**config.mk**
```make
export PLATFORM = sky130hd
export DESIGN_NAME = imem_loader
export DESIGN_NICKNAME = d
export VERILOG_FILES = /design/src/rtl/imem_loader.sv
export SDC_FILE = /design/constraint.sdc
export NUM_CORES = 1
export LEC_CHECK = 0
export ABC_AREA = 0
export CORE_MARGIN = 2
export CORE_UTILIZATION = 59
export DETAILED_ROUTE_END_ITERATION = 12
export GPL_ROUTABILITY_DRIVEN = 0
export MAX_ROUTING_LAYER = met4
export PLACE_DENSITY = 0.84
export SLEW_MARGIN = 20
export SYNTH_ARGS = -nofsm -noshare
export SYNTH_HDL_FRONTEND = slang
export SYNTH_SLANG_ARGS = --single-unit
```
**constraint.sdc**
```tcl
create_clock -name clock -period 8.3 [get_ports clock]
set_input_delay 1.245 -clock clock [delete_from_list [all_inputs] [get_ports clock]]
set_output_delay 1.245 -clock clock [all_outputs]
set_load 0.05 [all_outputs]
```
**src/rtl/imem_loader.sv**
```systemverilog
// -----------------------------------------------------------------------------
// imem_loader
//
// Boot-time instruction-memory writer. Receives a framed byte stream over a
// valid/ready handshake, packs bytes MSB-first into 32-bit words and writes
// them to consecutive imem addresses starting at 0. The processor is held in
// reset (cpu_hold) until the whole image has been written successfully.
//
// Frame: SYNC_BYTE, count_hi, count_lo, N x 4 payload bytes, [checksum byte]
//
// Optional feature macro: IMEM_LOADER_CHECKSUM_EN
//   When defined, a running XOR of all payload bytes is kept. One trailing
//   checksum byte is then required, and a mismatch rejects the frame.
//   When undefined, DONE follows the last data word directly.
//
// Ports:
//   clock         in   system clock, rising edge
//   reset         in   asynchronous, active-high reset
//   byte_data     in   [7:0]  stream byte
//   byte_valid    in   byte_data is valid
//   byte_ready    out  loader accepts the byte (transfer on valid & ready)
//   imem_wr_addr  out  [11:0] imem write address
//   imem_wr_data  out  [31:0] imem write data
//   imem_wr_en    out  one-cycle write strobe
//   cpu_hold      out  processor reset, high while loading or on error
//   load_done     out  sticky, image loaded successfully
//   load_err      out  sticky, frame rejected
//   words_loaded  out  [12:0] number of words written so far
// -----------------------------------------------------------------------------
module imem_loader #(
  parameter logic [7:0] SYNC_BYTE = 8'hA5,
  parameter int         MAX_WORDS = 4096
) (
  input  logic        clock,
  input  logic        reset,
  input  logic [7:0]  byte_data,
  input  logic        byte_valid,
  output logic        byte_ready,
  output logic [11:0] imem_wr_addr,
  output logic [31:0] imem_wr_data,
  output logic        imem_wr_en,
  output logic        cpu_hold,
  output logic        load_done,
  output logic        load_err,
  output logic [12:0] words_loaded
);

  localparam logic [2:0] ST_IDLE   = 3'd0;
  localparam logic [2:0] ST_LEN_HI = 3'd1;
  localparam logic [2:0] ST_LEN_LO = 3'd2;
  localparam logic [2:0] ST_DATA   = 3'd3;
  localparam logic [2:0] ST_CHECK  = 3'd4;
  localparam logic [2:0] ST_DONE   = 3'd5;
  localparam logic [2:0] ST_ERROR  = 3'd6;

  localparam logic [16:0] MAX_WORDS_W = 17'(MAX_WORDS);

  logic [2:0]  state_q, state_d;
  logic [15:0] count_q, count_d;
  logic [1:0]  idx_q, idx_d;
  logic [31:0] asm_q, asm_d;
  logic [11:0] addr_q, addr_d;
  logic [12:0] words_q, words_d;
  logic        byte_ready_q, byte_ready_d;
  logic        wr_en_q, wr_en_d;
  logic [11:0] wr_addr_q, wr_addr_d;
  logic [31:0] wr_data_q, wr_data_d;
  logic        cpu_hold_q, cpu_hold_d;
  logic        load_done_q, load_done_d;
  logic        load_err_q, load_err_d;
`ifdef IMEM_LOADER_CHECKSUM_EN
  logic [7:0]  xor_q, xor_d;
`endif

  logic        fire_s;
  logic [15:0] len_s;
  logic [31:0] word_s;
  logic [12:0] words_inc_s;
  logic        last_word_s;

  assign fire_s      = byte_valid & byte_ready_q;
  // Complete count as it will be once the low byte is stored.
  assign len_s       = {count_q[15:8], byte_data};
  assign word_s      = {asm_q[23:0], byte_data};
  assign words_inc_s = words_q + 13'd1;
  assign last_word_s = ({3'b000, words_inc_s} == count_q);

  // Next-state and datapath logic for the frame parser.
  always_comb begin
    state_d   = state_q;
    count_d   = count_q;
    idx_d     = idx_q;
    asm_d     = asm_q;
    addr_d    = addr_q;
    words_d   = words_q;
    wr_en_d   = 1'b0;
    wr_addr_d = wr_addr_q;
    wr_data_d = wr_data_q;
`ifdef IMEM_LOADER_CHECKSUM_EN
    xor_d     = xor_q;
`endif

    case (state_q)
      ST_IDLE: begin
        // Non-sync bytes are consumed and dropped.
        if (fire_s && (byte_data == SYNC_BYTE)) begin
          state_d = ST_LEN_HI;
        end else begin
          state_d = ST_IDLE;
        end
      end

      ST_LEN_HI: begin
        if (fire_s) begin
          count_d = {byte_data, count_q[7:0]};
          state_d = ST_LEN_LO;
        end else begin
          state_d = ST_LEN_HI;
        end
      end

      ST_LEN_LO: begin
        if (fire_s) begin
          count_d = len_s;
          idx_d   = 2'd0;
          addr_d  = 12'd0;
          if ((len_s == 16'd0) || ({1'b0, len_s} > MAX_WORDS_W)) begin
            state_d = ST_ERROR;
          end else begin
            state_d = ST_DATA;
          end
        end else begin
          state_d = ST_LEN_LO;
        end
      end

      ST_DATA: begin
        if (fire_s) begin
          asm_d = word_s;
`ifdef IMEM_LOADER_CHECKSUM_EN
          xor_d = xor_q ^ byte_data;
`endif
          if (idx_q == 2'd3) begin
            wr_en_d   = 1'b1;
            wr_addr_d = addr_q;
            wr_data_d = word_s;
            // Wraps to 0 only after word 4096, which is legal.
            addr_d    = addr_q + 12'd1;
            words_d   = words_inc_s;
            idx_d     = 2'd0;
            if (last_word_s) begin
`ifdef IMEM_LOADER_CHECKSUM_EN
              state_d = ST_CHECK;
`else
              state_d = ST_DONE;
`endif
            end else begin
              state_d = ST_DATA;
            end
          end else begin
            idx_d = idx_q + 2'd1;
          end
        end else begin
          state_d = ST_DATA;
        end
      end

`ifdef IMEM_LOADER_CHECKSUM_EN
      ST_CHECK: begin
        if (fire_s) begin
          if (byte_data == xor_q) begin
            state_d = ST_DONE;
          end else begin
            state_d = ST_ERROR;
          end
        end else begin
          state_d = ST_CHECK;
        end
      end
`endif

      ST_DONE:  state_d = ST_DONE;
      ST_ERROR: state_d = ST_ERROR;
      // Any unreachable encoding keeps the processor held.
      default:  state_d = ST_ERROR;
    endcase
  end

  // Status outputs. byte_ready follows the next state so no byte is taken in
  // DONE/ERROR; hold/done/err follow the current state, i.e. one edge after
  // the terminal state is entered, which lets the final write land first.
  always_comb begin
    byte_ready_d = (state_d != ST_DONE) && (state_d != ST_ERROR);
    cpu_hold_d   = (state_q != ST_DONE);
    load_done_d  = load_done_q | (state_q == ST_DONE);
    load_err_d   = load_err_q  | (state_q == ST_ERROR);
  end

  // State and output registers with asynchronous reset.
  always_ff @(posedge clock or posedge reset) begin
    if (reset) begin
      state_q      <= ST_IDLE;
      count_q      <= 16'd0;
      idx_q        <= 2'd0;
      asm_q        <= 32'd0;
      addr_q       <= 12'd0;
      words_q      <= 13'd0;
      byte_ready_q <= 1'b1;
      wr_en_q      <= 1'b0;
      wr_addr_q    <= 12'd0;
      wr_data_q    <= 32'd0;
      cpu_hold_q   <= 1'b1;
      load_done_q  <= 1'b0;
      load_err_q   <= 1'b0;
`ifdef IMEM_LOADER_CHECKSUM_EN
      xor_q        <= 8'd0;
`endif
    end else begin
      state_q      <= state_d;
      count_q      <= count_d;
      idx_q        <= idx_d;
      asm_q        <= asm_d;
      addr_q       <= addr_d;
      words_q      <= words_d;
      byte_ready_q <= byte_ready_d;
      wr_en_q      <= wr_en_d;
      wr_addr_q    <= wr_addr_d;
      wr_data_q    <= wr_data_d;
      cpu_hold_q   <= cpu_hold_d;
      load_done_q  <= load_done_d;
      load_err_q   <= load_err_d;
`ifdef IMEM_LOADER_CHECKSUM_EN
      xor_q        <= xor_d;
`endif
    end
  end

  assign byte_ready   = byte_ready_q;
  assign imem_wr_en   = wr_en_q;
  assign imem_wr_addr = wr_addr_q;
  assign imem_wr_data = wr_data_q;
  assign cpu_hold     = cpu_hold_q;
  assign load_done    = load_done_q;
  assign load_err     = load_err_q;
  assign words_loaded = words_q;

endmodule

```
==> qor.csv, run 1 <==
metric,value,unit
slew_headroom,32.17,%
cts_hold_buf,0,
grt_use_total,26.67,%
cts_setup_buffers,0,
ctsHtreeMaxLevel,4,
r2r_end,asm_q[22],
grt_pass1_vias,3957,
final_cell_mix,"nand2_1 (166), dfrtp_1 (117), clkdlybuf4s50_1 (72)",
hp-class,flop to flop,
clk_pin_slew,60,ps
skew,12.67,ps
path_cells,clkdlybuf4s50_1,
via_count,3911,
ff2ff_path_depth,3,
dp_hpwl,7375,um
synth_area,5233,um^2
cts_buffers,17,
die_h,98.18,um
dieWidth,98.18,um
layout-drive-gt1-share,13.95,%
grt-ovfl-total,0,
hold_depth,2,
initialDrtViolationCount,273,
drt-total-wl,11630,um
leakagePower,3.175,nW
avgRoutedWirePerCell,16.71,um
setup_viol,0,
crit_family,buffers and inverters,
power_density,264.3,nW/um^2
syn-num-nets,517,
rsz0062_at_grt,false,
max_clock_freq,316.1,MHz
numPortBuffers,72,
start_kind,flop,
status,finished clean,
max-vdd-ir-drop,188.3,uV
cts-root-buf,clkbuf_8,
ys.flop_type,dfrtp_1,
yosysSeqAreaShare,56.96,%
clock_path_buffers,2,
worstPathRequired,7050,ps
worstHoldEndpoint,imem_wr_data[25],
cts_resized,0,
grt_max_degree,62,
design.core.area,8678,um^2
syn_inst,503,
synth_seq_cells,119,
area.growth.synth_to_final,26.23,%
crit_fanout,6,
dr.pass1.iters,4,
hold_viol,0,
worstHoldStart,asm_q[17],
worstReg2RegStart,byte_ready,
synth_edf_count,0,
clk_latency,520,ps
critPathBufInv,1,
viasPerCell,5.619,
final_common_cell,nand2_1,
ys_warn_count,0,
cpPeakStageDelay,820,ps
ys_types,52,
timing.reg2reg.setup_slack,5850,ps
grt_pass1_wl,19540,um
final_net_count,589,
worstMarginPinSlew,1015,ps
slew_viol_final,0,
post-route-period-util,38.12,%
n_antenna_cell,0,
min_period,3164,ps
pin_count,73,
cap_violations,0,
synth_area_per_cell,10.40,um^2
initial_core_util,60.29,%
power.total,1.746,mW
cts_sinks,119,
place_area,5988,um^2
critical-path-slowest-cell,clkdlybuf4s50_1,
cts_tree,built,
async_reset_ff_share,100.0,%
utilization,76.11,%
die_area,9638,um^2
design_area,6605,um^2
layout_setup_ws,5136,ps
drc,0,
final_antenna_net_count,0,
fin_tns_setup,0,ps
worstSetupPathType,flop to primary output,
antenna_found_initial,0,
worst-endpoint-arrival,1920,ps
endpoint_kind,primary output,
dp_slack,4692,ps
core.rowCount,34,
==> cells in the mapped netlist (2+ instances only) <==
master | instances | share of area [%]
nor2_1 | 11 | 0.79
buf_4 | 2 | 0.29
clkbuf_1 | 11 | 0.79
a21o_1 | 2 | 0.29
nand2b_1 | 2 | 0.24
or3_1 | 7 | 0.84
xnor2_1 | 22 | 3.7
buf_2 | 4 | 0.38
ha_1 | 3 | 0.72
mux2_2 | 34 | 7.3
buf_6 | 2 | 0.43
nand4_2 | 2 | 0.48
nor4_1 | 5 | 0.60
and4b_1 | 2 | 0.38
and3_1 | 3 | 0.36
or4_1 | 3 | 0.43
o21ai_0 | 9 | 0.86
nand3_1 | 21 | 2.0
inv_1 | 8 | 0.57
nand2_1 | 166 | 12
o21bai_1 | 2 | 0.29
dfstp_2 | 2 | 1.0
nand4_1 | 5 | 0.60
xor2_1 | 13 | 2.2
dfrtp_1 | 117 | 56
a31oi_1 | 2 | 0.24
nor4_2 | 2 | 0.48
nor3_1 | 8 | 0.77
clkbuf_8 | 2 | 0.53
a21oi_1 | 9 | 0.86
==> through the flow <==
stage / hold slack [ps] / std cells
after floorplan: 430.4 / 503
after global placement: 443.3 / 664
after detailed placement: 458.6 / 664
after CTS: 471.5 / 696
after global routing: 479.6 / 696
final: 469.2 / 696
==> worst max path at each step <==
| stage | to | depth (start not counted) | start | slack (ps) |
|---|---|---|---|---|
| detailed placement | asm_q[15] | 4 | byte_valid | 4690 |
| global placement | asm_q[0] | 4 | byte_valid | 4760 |
| CTS | words_loaded[4] | 1 | words_loaded[4] | 5100 |
| floorplan | addr_q[0] | 1 | reset | 3900 |
| finish | byte_ready | 1 | byte_ready | 5140 |
| global route | asm_q[15] | 4 | byte_valid | 5010 |
==> power by group <==
group | internal (mW) | switching, mW | total [mW]
Clock | 0.490 | 0.272 | 0.762
Combinational | 0.119 | 0.115 | 0.234
Sequential | 0.671 | 0.0789 | 0.750
==> state kept, by name, summed over array words and instances (netlist names) <==
| register | count |
|---|---|
| imem_wr_data | 32 |
| asm_q | 24 |
| count_q | 16 |
| words_loaded | 13 |
| addr_q | 12 |
| imem_wr_addr | 12 |
| state_q | 3 |
| idx_q | 2 |
| byte_ready | 1 |
| cpu_hold | 1 |
| imem_wr_en | 1 |
| load_done | 1 |
| load_err | 1 |
==> metal layers <==
| layer | global-route usage [%] | share of wire, % | vias to the layer above |
|---|---|---|---|
| li1 | - | - | 1833 |
| met1 | 33.77 | 41 | 1925 |
| met2 | 41.57 | 51 | 133 |
| met3 | 6.729 | 6.2 | 20 |
| met4 | 10.85 | 2.2 | 0 |
| met5 | - | 0 | - |
==> final cells by class <==
class / instances / area [um^2]
flip-flops and latches: 119 / 2980
inverters: 9 / 36.28
well taps: 108 / 135.1
clock inverters: 14 / 198.9
multi-input cells: 353 / 2093
clock buffers: 18 / 417.9
repair buffers: 75 / 743.2
fillers: 568 / 2073
==> kinds of logic (layout without fill, tap and decap cells) <==
logic type	count (synthesis)	count (layout)	synth area share [%]
mux	34	34	7.317
buf+inv	31	116	3.132
simple gates	245	245	21.45
fa+ha+maj	3	3	0.7174
flops	119	119	56.96
compound gates	36	36	4.567
xor+xnor	35	35	5.858
No activity file was read; power rests on OpenSTA's default activity.
==> inputs of run 2 (changes only) <==
--- a/config.mk
+++ b/config.mk
@@ -7,11 +7,11 @@
 export LEC_CHECK = 0
 export ABC_AREA = 0
 export CORE_MARGIN = 2
-export CORE_UTILIZATION = 59
+export CORE_UTILIZATION = 49
 export DETAILED_ROUTE_END_ITERATION = 12
 export GPL_ROUTABILITY_DRIVEN = 0
 export MAX_ROUTING_LAYER = met4
-export PLACE_DENSITY = 0.84
+export PLACE_DENSITY = 0.75
 export SLEW_MARGIN = 20
 export SYNTH_ARGS = -nofsm -noshare
 export SYNTH_HDL_FRONTEND = slang
==> constraint.sdc (replaced) <==
create_clock -name clock -period 2.75 [get_ports clock]
set_input_delay 0.4125 -clock clock [delete_from_list [all_inputs] [get_ports clock]]
set_output_delay 0.4125 -clock clock [all_outputs]
set_load 0.05 [all_outputs]
==> run 2 against run 1 <==
  * Power rose to 3.0 times the previous value
  * Core utilization decreased by 11 points
  * Critical endpoint is now state_q[2]
  * Register-to-register slack got worse by 5500 ps
  * Critical path type is now flop to flop
  * Largest cell class unchanged
==> qor.csv, run 2 (synthesized netlist as in run 1, its figures left out) <==
metric,value,unit,change
path_cells,ha_1 > nand3_1 > nor3_1 > mux2_2 > nor4b_4 > a31o_1,,
clock_path_buffers,2,,unchanged
hold_viol,0,,unchanged
clk_pin_slew,50,ps,about the same
utilization,65.39,%,-11 points
cts_buffers,17,,unchanged
layout-drive-gt1-share,15.24,%,+1.3 points
final_common_cell,nand2_1,,
via_count,3928,,+0.43%
rsz0062_at_grt,false,,
largest_register_ffs,32,,unchanged
pin_count,73,,unchanged
place_area,6140,um^2,+2.5%
max-vdd-ir-drop,368.7,uV,+96%
worstSetupPathType,flop to flop,,
final_antenna_net_count,0,,unchanged
antenna_found_initial,0,,unchanged
design.core.area,10320,um^2,+19%
max_clock_freq,421.4,MHz,
slew_headroom,65.05,%,+33 points
endpoint_kind,flop,,
grt_pass1_vias,3963,,+0.15%
ctsHtreeMaxLevel,4,,unchanged
initialDrtViolationCount,229,,-16%
crit_fanout,6,,unchanged
min_period,2373,ps,
cts_resized,0,,unchanged
core.rowCount,37,,+8.8%
cts_sinks,119,,unchanged
power.total,5.277,mW,+200%
power_density,781.8,nW/um^2,+200%
fill_cells,790,,+39%
final_net_count,601,,+2.0%
hp-class,primary input to async pin,,
fin_tns_setup,0,ps,unchanged
dp_hpwl,7832,um,+6.2%
die_h,107.3,um,+9.3%
cts_tree,built,,
worstMarginPinSlew,523.6,ps,-491.4 ps
grt-ovfl-total,0,,unchanged
die_area,11520,um^2,+20%
dieWidth,107.3,um,+9.3%
setup_viol,0,,unchanged
n_antenna_cell,0,,unchanged
cap_violations,0,,unchanged
worst-endpoint-arrival,2810,ps,+890 ps
critPathBufInv,0,,-1
critical-path-slowest-cell,dfrtp_1,,
leakagePower,3.240,nW,+2.0%
cts-root-buf,clkbuf_8,,
crit_family,simple AND/OR/NAND/NOR gates,,
design_area,6750,um^2,+2.2%
viasPerCell,5.359,,-4.6%
cts_setup_buffers,0,,unchanged
numPortBuffers,72,,unchanged
avgRoutedWirePerCell,15.86,um,-5.1%
slew_viol_final,0,,unchanged
cts_hold_buf,0,,unchanged
post-route-period-util,86.30,%,
start_kind,flop,,
initial_core_util,50.68,%,-9.6 points
cpPeakStageDelay,460,ps,-360 ps
clk_latency,510,ps,about the same
dr.pass1.iters,4,,unchanged
drt-total-wl,11630,um,about the same
skew,6.329,ps,-6.341 ps
grt_use_total,22.40,%,-4.3 points
grt_pass1_wl,19470,um,-0.35%
area.growth.synth_to_final,29.01,%,
grt_max_degree,69,,+11%
worstPathRequired,3190,ps,-3860 ps
final_cell_mix,"nand2_1 (166), dfrtp_1 (117), clkdlybuf4s50_1 (72)",,
status,finished clean,,
drc,0,,unchanged
-- run 2: changes by cell type in the layout (fill, tap and decap cells not counted), moves of 2 or more --
cell	previous run	this run
buf_4	3	13
clkinv_4	5	1
buf_12	0	2
clkinv_2	2	4
inv_6	2	0
-- run 2: routing by layer --
| layer | share of wire [%] | GRT usage [%] | vias to the layer above |
|---|---|---|---|
| li1 | - | - | 1859 |
| met1 | 45 | 30.78 | 1937 |
| met2 | 49 | 33.54 | 117 |
| met3 | 5.0 | 4.479 | 15 |
| met4 | 1.4 | 7.967 | 0 |
| met5 | 0 | - | - |
-- run 2: final timing paths --
check                                startpoint               to  slack, ps  cells past startpoint
worst max-delay path            words_loaded[0]       state_q[2]        380                      6
worst min-delay path                      reset  imem_wr_addr[2]        170                      2
worst max register to register  words_loaded[0]       state_q[2]        380                      6
worst min register to register      count_q[14]      count_q[14]        460                      2
max in group asynchronous                 reset         cpu_hold       2000                      3
min in group clock                  count_q[14]      count_q[14]        460                      2
-- run 2: layout make-up --
type                            instances  area (um^2)  area share [%]
Clock inverter                         10        178.9           2.651
Sequential cell                       119         2980           44.15
Timing Repair Buffer                   87        858.3           12.72
Clock buffer                           19        431.7           6.395
Inverter                                9        37.54          0.5561
Multi-Input combinational cell        353         2093           31.01
Tap cell                              136        170.2           2.521
-- run 2: through the flow --
stage / hold slack [ps] / cells / setup WS, ps
2_1_floorplan: 430.4 / 503 / 441.3
3_3_place_gp: 441.6 / 704 / 342.8
3_5_place_dp: 453.8 / 704 / 240.7
4_1_cts: 156.8 / 733 / 404.2
5_1_grt: 161.4 / 733 / 293.4
6_report: 167.6 / 733 / 376.8
-- run 2: power by group --
part	switching [mW]	internal, mW
clock	0.740	1.56
combinational	0.337	0.368
sequential	0.242	2.03
